==> src/rtl/cpu_pkg.sv <==
// Shared definitions for the 16-bit accumulator CPU: opcodes, ALU operation
// encodings, control FSM state encoding and the control strobe bundle.
package cpu_pkg;

    localparam logic [3:0] OP_NOP = 4'h0;
    localparam logic [3:0] OP_LDA = 4'h1;
    localparam logic [3:0] OP_STA = 4'h2;
    localparam logic [3:0] OP_ADD = 4'h3;
    localparam logic [3:0] OP_SUB = 4'h4;
    localparam logic [3:0] OP_AND = 4'h5;
    localparam logic [3:0] OP_OR  = 4'h6;
    localparam logic [3:0] OP_XOR = 4'h7;
    localparam logic [3:0] OP_JMP = 4'h8;
    localparam logic [3:0] OP_JZ  = 4'h9;
    localparam logic [3:0] OP_HLT = 4'hF;

    localparam logic [2:0] ALU_PASS_B = 3'd0;
    localparam logic [2:0] ALU_ADD    = 3'd1;
    localparam logic [2:0] ALU_SUB    = 3'd2;
    localparam logic [2:0] ALU_AND    = 3'd3;
    localparam logic [2:0] ALU_OR     = 3'd4;
    localparam logic [2:0] ALU_XOR    = 3'd5;

    typedef enum logic [3:0] {
        ST_FETCH   = 4'd0,
        ST_LOAD_IR = 4'd1,
        ST_DECODE  = 4'd2,
        ST_MEM_RD  = 4'd3,
        ST_EXEC    = 4'd4,
        ST_MEM_WR  = 4'd5,
        ST_JUMP    = 4'd6,
        ST_HALT    = 4'd7,
        ST_FAULT   = 4'd8
    } ctrl_state_e;

    typedef struct packed {
        logic       load_ir;
        logic       inc_pc;
        logic       load_pc;
        logic       addr_sel;
        logic       mem_rd;
        logic       mem_wr;
        logic       load_acc;
        logic [2:0] alu_op;
        logic       halted;
        logic       fault;
    } ctrl_out_t;

    // Opcode to ALU operation; LDA (and anything non-arithmetic) passes the memory operand.
    function automatic logic [2:0] alu_op_of(input logic [3:0] op);
        logic [2:0] res;
        case (op)
            OP_ADD:  res = ALU_ADD;
            OP_SUB:  res = ALU_SUB;
            OP_AND:  res = ALU_AND;
            OP_OR:   res = ALU_OR;
            OP_XOR:  res = ALU_XOR;
            default: res = ALU_PASS_B;
        endcase
        return res;
    endfunction

endpackage

==> src/rtl/ctrl_wait_timer.sv <==
// Memory wait-state counter: counts stalled cycles of the current memory request
// and flags the last permitted wait cycle before a timeout.
module ctrl_wait_timer #(
    parameter int MEM_TIMEOUT = 16,
    parameter int CNT_W       = 5
) (
    input  logic clk,
    input  logic rst,
    input  logic clear,
    input  logic count_en,
    output logic expired
);

    localparam logic [CNT_W-1:0] LAST_WAIT = CNT_W'(MEM_TIMEOUT - 1);

    logic [CNT_W-1:0] wait_cnt_r;

    // Wait counter register, cleared whenever no request is stalling.
    always_ff @(posedge clk or posedge rst) begin
        if (rst) begin
            wait_cnt_r <= {CNT_W{1'b0}};
        end else if (clear) begin
            wait_cnt_r <= {CNT_W{1'b0}};
        end else if (count_en) begin
            wait_cnt_r <= wait_cnt_r + {{(CNT_W-1){1'b0}}, 1'b1};
        end else begin
            wait_cnt_r <= wait_cnt_r;
        end
    end

    assign expired = (wait_cnt_r == LAST_WAIT);

endmodule

==> src/rtl/ctrl_unit.sv <==
// Multi-cycle fetch/decode/execute control FSM for the accumulator CPU, with a
// bounded memory wait-state timeout and registered Moore strobes.
module ctrl_unit
    import cpu_pkg::*;
#(
    parameter int MEM_TIMEOUT = 16,
    parameter int CNT_W       = 5
) (
    input  logic       clk,
    input  logic       rst,
    input  logic [3:0] opcode,
    input  logic       acc_zero,
    input  logic       mem_ready,
    output logic       load_ir,
    output logic       inc_pc,
    output logic       load_pc,
    output logic       addr_sel,
    output logic       mem_rd,
    output logic       mem_wr,
    output logic       load_acc,
    output logic [2:0] alu_op,
    output logic       halted,
    output logic       fault
);

    ctrl_state_e state_r;
    ctrl_state_e next_state_s;
    ctrl_out_t   out_r;
    ctrl_out_t   out_nxt_s;

    logic mem_state_s;
    logic req_s;
    logic mem_done_s;
    logic wait_active_s;
    logic expired_s;

    // A request only counts once its strobe is visible, which covers the first
    // FETCH cycle after reset where the strobes are still cleared.
    assign mem_state_s   = (state_r == ST_FETCH) || (state_r == ST_MEM_RD) || (state_r == ST_MEM_WR);
    assign req_s         = out_r.mem_rd | out_r.mem_wr;
    assign mem_done_s    = mem_state_s & req_s & mem_ready;
    assign wait_active_s = mem_state_s & req_s & ~mem_ready;

    ctrl_wait_timer #(
        .MEM_TIMEOUT (MEM_TIMEOUT),
        .CNT_W       (CNT_W)
    ) u_wait_timer (
        .clk      (clk),
        .rst      (rst),
        .clear    (~wait_active_s),
        .count_en (wait_active_s & ~expired_s),
        .expired  (expired_s)
    );

    // State register.
    always_ff @(posedge clk or posedge rst) begin
        if (rst) begin
            state_r <= ST_FETCH;
        end else begin
            state_r <= next_state_s;
        end
    end

    // Next-state logic; completion beats timeout when both land on the same cycle.
    always_comb begin
        next_state_s = state_r;
        case (state_r)
            ST_FETCH, ST_MEM_RD, ST_MEM_WR: begin
                if (mem_done_s) begin
                    if (state_r == ST_FETCH) begin
                        next_state_s = ST_LOAD_IR;
                    end else if (state_r == ST_MEM_RD) begin
                        next_state_s = ST_EXEC;
                    end else begin
                        next_state_s = ST_FETCH;
                    end
                end else if (wait_active_s && expired_s) begin
                    next_state_s = ST_FAULT;
                end else begin
                    next_state_s = state_r;
                end
            end
            ST_LOAD_IR: next_state_s = ST_DECODE;
            ST_DECODE: begin
                case (opcode)
                    OP_NOP: next_state_s = ST_FETCH;
                    OP_LDA, OP_ADD, OP_SUB, OP_AND, OP_OR, OP_XOR: next_state_s = ST_MEM_RD;
                    OP_STA: next_state_s = ST_MEM_WR;
                    OP_JMP: next_state_s = ST_JUMP;
                    OP_JZ: begin
                        if (acc_zero) begin
                            next_state_s = ST_JUMP;
                        end else begin
                            next_state_s = ST_FETCH;
                        end
                    end
                    OP_HLT:  next_state_s = ST_HALT;
                    default: next_state_s = ST_FAULT;
                endcase
            end
            ST_EXEC:  next_state_s = ST_FETCH;
            ST_JUMP:  next_state_s = ST_FETCH;
            ST_HALT:  next_state_s = ST_HALT;
            ST_FAULT: next_state_s = ST_FAULT;
            default:  next_state_s = ST_FAULT;
        endcase
    end

    // Strobes decoded from the upcoming state so they are registered alongside it.
    always_comb begin
        out_nxt_s = '0;
        case (next_state_s)
            ST_FETCH: begin
                out_nxt_s.mem_rd = 1'b1;
            end
            ST_LOAD_IR: begin
                out_nxt_s.load_ir = 1'b1;
                out_nxt_s.inc_pc  = 1'b1;
            end
            ST_MEM_RD: begin
                out_nxt_s.mem_rd   = 1'b1;
                out_nxt_s.addr_sel = 1'b1;
            end
            ST_EXEC: begin
                out_nxt_s.load_acc = 1'b1;
                out_nxt_s.alu_op   = alu_op_of(opcode);
            end
            ST_MEM_WR: begin
                out_nxt_s.mem_wr   = 1'b1;
                out_nxt_s.addr_sel = 1'b1;
            end
            ST_JUMP:  out_nxt_s.load_pc = 1'b1;
            ST_HALT:  out_nxt_s.halted  = 1'b1;
            ST_FAULT: out_nxt_s.fault   = 1'b1;
            default:  out_nxt_s = '0;
        endcase
    end

    // Output register; reset drops any in-flight request immediately.
    always_ff @(posedge clk or posedge rst) begin
        if (rst) begin
            out_r <= '0;
        end else begin
            out_r <= out_nxt_s;
        end
    end

    assign load_ir  = out_r.load_ir;
    assign inc_pc   = out_r.inc_pc;
    assign load_pc  = out_r.load_pc;
    assign addr_sel = out_r.addr_sel;
    assign mem_rd   = out_r.mem_rd;
    assign mem_wr   = out_r.mem_wr;
    assign load_acc = out_r.load_acc;
    assign alu_op   = out_r.alu_op;
    assign halted   = out_r.halted;
    assign fault    = out_r.fault;

endmodule

==> config.mk <==
export PLATFORM = sky130hd
export DESIGN_NAME = ctrl_unit
export DESIGN_NICKNAME = d
export VERILOG_FILES = /design/src/rtl/cpu_pkg.sv /design/src/rtl/ctrl_wait_timer.sv /design/src/rtl/ctrl_unit.sv
export SDC_FILE = /design/constraint.sdc
export NUM_CORES = 1
export LEC_CHECK = 0
export ABC_CLOCK_PERIOD_IN_PS = 3800
export CAP_MARGIN = 15
export CORE_UTILIZATION = 40
export DETAILED_ROUTE_END_ITERATION = 8
export GPL_TIMING_DRIVEN = 0
export PLACE_DENSITY = 0.67
export SETUP_SLACK_MARGIN = 0.2
export SYNTH_ARGS = -nofsm -noshare
export SYNTH_HDL_FRONTEND = slang
export SYNTH_SLANG_ARGS = --single-unit
==> constraint.sdc <==
create_clock -name clk -period 3.8 [get_ports clk]
set_input_delay 0.76 -clock clk [delete_from_list [all_inputs] [get_ports clk]]
set_output_delay 0.76 -clock clk [all_outputs]
set_load 0.02 [all_outputs]
* Word-level counts from Yosys, hierarchy flattened
Index checks and enable logic that the tools add are counted.
** Storage, ports and cells
- Bits of input ports :: 8
- Register bits after elaboration :: 21
- Logic and storage cells :: 75
- Output and inout bits :: 12
** Operators by class
- Reductions and logical operators :: 11
- Bitwise gates (word level) :: 7
- Equality and inequality tests :: 26
- Add/sub/neg operators :: 1
- Muxes and demuxes :: 18
** Operators by type and width (count)
- $eq A4 B3 Y1 const B :: 12
- $pmux W4 S6 :: 1
- $eq A4 B2 Y1 const B :: 5
- $pmux W4 S5 :: 1
- $eq A4 B4 Y1 const B :: 4
- $pmux W3 S5 :: 1
- $eq A4 B1 Y1 const B :: 3
- $logic_not A4 Y1 :: 3
- $mux W4 :: 3
- $mux W5 :: 2
- $mux W3 :: 3
- $mux W1 :: 6
- $reduce_or A2 Y1 :: 3
- $reduce_or A6 Y1 :: 1
- $add A5 B1 Y5 const B :: 1
- $eq A5 B4 Y1 const B :: 1
- $and A1 B1 Y1 :: 4
- $reduce_or A3 Y1 :: 1
- $logic_or A1 B1 Y1 :: 2
- $mux W2 :: 1
- $ne A2 B1 Y1 const B :: 1
- $not A1 Y1 :: 2
- $logic_and A1 B1 Y1 :: 1
- $or A1 B1 Y1 :: 1

* Longest topological paths before layout
- Depth after elaboration :: 12
- Depth in mapped cells :: 9
- Gate-level depth less buffers :: 8

* Cells and area by module
From an unflattened synthesis, not the netlist that was laid out.
** Unflattened totals
- Cell total of the unflattened synthesis :: 104
- Area total of the unflattened synthesis :: 1099.8 sq um
** Modules (own cells, without submodules)
- ctrl_unit :: area an instance 817.0 sq um, times used 1, cells each 80, sequential area each 375.4 sq um
- ctrl_wait_timer :: area an instance 282.8 sq um, times used 1, cells each 24, sequential area each 125.1 sq um

* Least setup slack after synthesis
No wires, ideal clock.
- Path type :: reg2reg
- From :: register u_wait_timer.wait_cnt_r[0]
- To :: register out_r, in the netlist alu_op[0]
- Setup slack :: 1767 ps
- Arrival :: 1932 ps
- Data required time :: 3699 ps
- Buffers on the path :: 1
- Stages on the path, launching flop included :: 10
- Setup time :: 101 ps
- Period minus slack after synthesis :: 2033 ps
- Cell sequence :: dfrtp_1 > ha_1 > and3_1 > ha_1 > buf_2 > o22ai_1 > nor2_1 > o31ai_1 > o21ai_1 > nor4_1
** RTL lines
- start, declared :: RTL line ctrl_wait_timer.sv:16 : logic [CNT_W-1:0] wait_cnt_r;
- start signal, assigned :: RTL line ctrl_wait_timer.sv:21 : wait_cnt_r <= {CNT_W{1'b0}};
- start signal, assigned :: RTL line ctrl_wait_timer.sv:23 : wait_cnt_r <= {CNT_W{1'b0}};
- start signal, assigned :: RTL line ctrl_wait_timer.sv:25 : wait_cnt_r <= wait_cnt_r + {{(CNT_W-1){1'b0}}, 1'b1};
- end signal, assigned :: RTL line ctrl_unit.sv:144 : out_r <= out_nxt_s;
- end, declared :: RTL line ctrl_unit.sv:28 : ctrl_out_t out_r;

==> out/metrics.yaml <==
run_status:
  status: "complete, no violations"
detailed_routing:
  post_drt_wl_per_cell_um: 12.31
  drc: 0
  dr.pass1.iters: 2
  vias_per_cell: 5.252
  drt_iter0_drc: 6
  drtAntennaViolNets: 0
  wl_um: 2007
  num_vias: 856
worst_setup_path:
  setup.worst_path.end_class: "flip-flop"
  crit_start: "u_wait_timer.wait_cnt_r[0]"
  critPathCapture: "alu_op[0]"
  ff2ff_setup_slack_ns: 1.45
  critPathLaunchType: "flip-flop"
  worst-setup-path-type: "reg2reg"
  r2r_end: "alu_op[0]"
  path_common_cell: "ha_1"
  cp_num_cells: 9
  path_delay_family: "compound AO/OA/AOI/OAI gates"
  r2r-start: "u_wait_timer.wait_cnt_r[0]"
  slowest_delay_ns: 0.43
  cp_max_fo: 7
  arrival_ns: 2.56
  r2r_cells: 9
  cp_cell_sequence: "ha_1 > and3_1 > ha_1 > buf_2 > o22ai_1 > nor2_1 > o31ai_1 > o21ai_1 > nor4_1"
  path_buf_inv: 1
  crit_path_top_delay_cell: "dfrtp_1"
  required_ns: 4.02
placed_design:
  pre_cts_slack_ns: 1.170
  dp.final_hpwl_um: 1521
  globalplace.congestion: 0.7996
  io_buffer_count: 17
timing:
  fin_ws_ns: 1.455
  hold_viol_final: 0
  worst_pin_slew_ns: 0.7271
  fin_crit_sh: 0.6171
  tns_ns: 0
  slew-limit-headroom: 0.5147
  finalSetupViolCount: 0
  clock_skew_ns: 0.003485
  drv_slew: 0
  rsz0062_at_grt: "false"
  fin_crit_ns: 2.345
  max_freq_mhz: 426.4
clock_tree:
  clockRootBuffer: "clkbuf_4"
  clk_latency_ns: 0.31
  cts_setup_buffers: 0
  cts_buffer_depth: 2
  cts_hold_buf: 0
  cts.sinks: 20
  path_clk_slew_ns: 0.11
  cts_tree: "yes"
  htreeDepth: 1
  numCtsBuffers: 3
  cts_resized: 0
floorplan:
  fp.dieH_um: 54.79
  coreArea_mm2: 0.002545
  start_util: 0.4381
  io_pins: 20
  die-area_mm2: 0.003002
  num_rows: 18
  die_w_um: 54.79
synthesis:
  netlist_top_cells_area: "dfrtp_1 45%, nor2_1 3.4%, inv_1 2.4%"
  synth_top_area_cell: "dfrtp_1"
  synth_top_area_frac: 0.4489
  synth_seq_cells: 20
  syn_inst: 112
  yosysUniqueCellTypes: 47
  async_flop_share: 1.000
  synth_ff_type: "dfrtp_1"
  synth-edff-count: 0
  avgSynthCellArea_um2: 9.954
  synth_fp_nets: 122
  yosysSeqAreaShare: 0.4489
  yosysWarnings: 0
  synth_area_mm2: 0.001115
finish:
  syn_to_final_growth_pct: 23.34
  drive_above_1_share: 0.1203
  finalCoreUtilization: 0.5403
  antenna_cells: 0
  largest_register_ffs: 5
  top_register: "u_wait_timer.wait_cnt_r"
  nets: 144
pwr:
  p_leak_nw: 0.6392
  ir_drop_mv: 0.2061
  power_mw: 0.4096
  power_per_cell_area_mw_per_mm2: 297.8
min_path:
  min_path_type: "reg2reg"
job:
  maxCapViolCount: 0
global_route:
  grt_usage: 0.1592
  grt_pass1_vias: 734
  grt.overflow.total: 0
  grt_max_degree: 21
  antenna_found_initial: 0
  grt_pass1_wl_um: 3284
## cell usage after synthesis (3+ instances only)
library cell,number
a21oi_1,4
buf_2,3
buf_4,3
dfrtp_1,20
inv_1,7
nand2_1,4
nor2_1,10
nor3_1,5
nor4_1,3
o21ai_0,3
xor2_1,3
## per-layer routing
| layer | up-vias | share of wire | track usage |
|---|---|---|---|
| met2 | 15 | 0.47 | 0.2490 |
| met1 | 396 | 0.48 | 0.2010 |
| met4 | 0 | 0.030 | 0.1026 |
| met3 | 4 | 0.027 | 0.02500 |
| met5 | - | 0 | 0 |
| li1 | 441 | - | - |
## report_power, final
group,internal [mW],total [mW],switching [mW]
clock,0.107,0.174,0.0673
sequential,0.213,0.213,0
combinational,0.00959,0.0229,0.0133
total,0.329,0.410,0.0805
## cell families (layout without fill, tap and decap cells)
| kind of cell | count (synthesis) | count (layout) | synth area share |
|---|---|---|---|
| simple gates | 44 | 44 | 0.2346 |
| compound gates | 23 | 23 | 0.1628 |
| flops | 20 | 20 | 0.4489 |
| buf+inv | 16 | 37 | 0.07407 |
| xor+xnor | 5 | 5 | 0.03929 |
| fa+ha+maj | 2 | 2 | 0.02244 |
| mux | 2 | 2 | 0.01796 |
## area by class of cell
| type | instances | area [um2] |
|---|---|---|
| plain buffers | 9 | 56.30 |
| multi-input cells | 76 | 531.8 |
| flip-flops and latches | 20 | 500.5 |
| clock buffers | 3 | 22.52 |
| repair buffers | 17 | 170.2 |
| fillers | 245 | 1170 |
| clock inverters | 1 | 30.03 |
| well taps | 30 | 37.54 |
| inverters | 7 | 26.28 |
## worst register-to-register path, delay by kind of cell (launching register included)
family	cells	cell delay [ns]
compound gates	3	0.75
simple gates	3	0.53
flops	1	0.43
fa+ha+maj	2	0.39
buf+inv	1	0.16
## worst min-delay path by stage
stage                                     from                    endpoint  slack, ns  cells after the start
floorplan           u_wait_timer.wait_cnt_r[4]  u_wait_timer.wait_cnt_r[4]       0.48                      2
global placement    u_wait_timer.wait_cnt_r[4]  u_wait_timer.wait_cnt_r[4]       0.50                      2
global route                        state_r[1]                      inc_pc       0.59                      2
detailed placement  u_wait_timer.wait_cnt_r[3]  u_wait_timer.wait_cnt_r[3]       0.52                      2
CTS                 u_wait_timer.wait_cnt_r[3]  u_wait_timer.wait_cnt_r[3]       0.55                      2
finish              u_wait_timer.wait_cnt_r[4]  u_wait_timer.wait_cnt_r[4]       0.54                      2
## metrics by stage
step                      cells  instance area (um2)  hold WS [ns]
after CTS                   163                 1375        0.5489
after global placement      159                 1323        0.4980
after detailed placement    159                 1323        0.5177
final                       163                 1375        0.5371
after floorplan             112                 1115        0.4843
after global routing        163                 1375        0.5900
## cell usage in the layout, fill, tap and decap left out, drive strengths merged, types with 2 or more instances in the layout
cell / synthesis / routed
dfrtp: 20 / 20
clkdlybuf4s50: 0 / 17
nor2: 10 / 10
inv: 7 / 7
buf: 7 / 7
nor3: 6 / 6
clkbuf: 2 / 5
nand2: 4 / 4
a21oi: 4 / 4
o21ai: 4 / 4
xor2: 3 / 3
nor4: 3 / 3
nand2b: 3 / 3
and3: 2 / 2
mux2i: 2 / 2
nand3: 2 / 2
and2: 2 / 2
nand3b: 2 / 2
nor2b: 2 / 2
o221ai: 2 / 2
xnor2: 2 / 2
ha: 2 / 2
o211ai: 2 / 2
o31ai: 2 / 2
No activity file was read; power rests on OpenSTA's default activity.
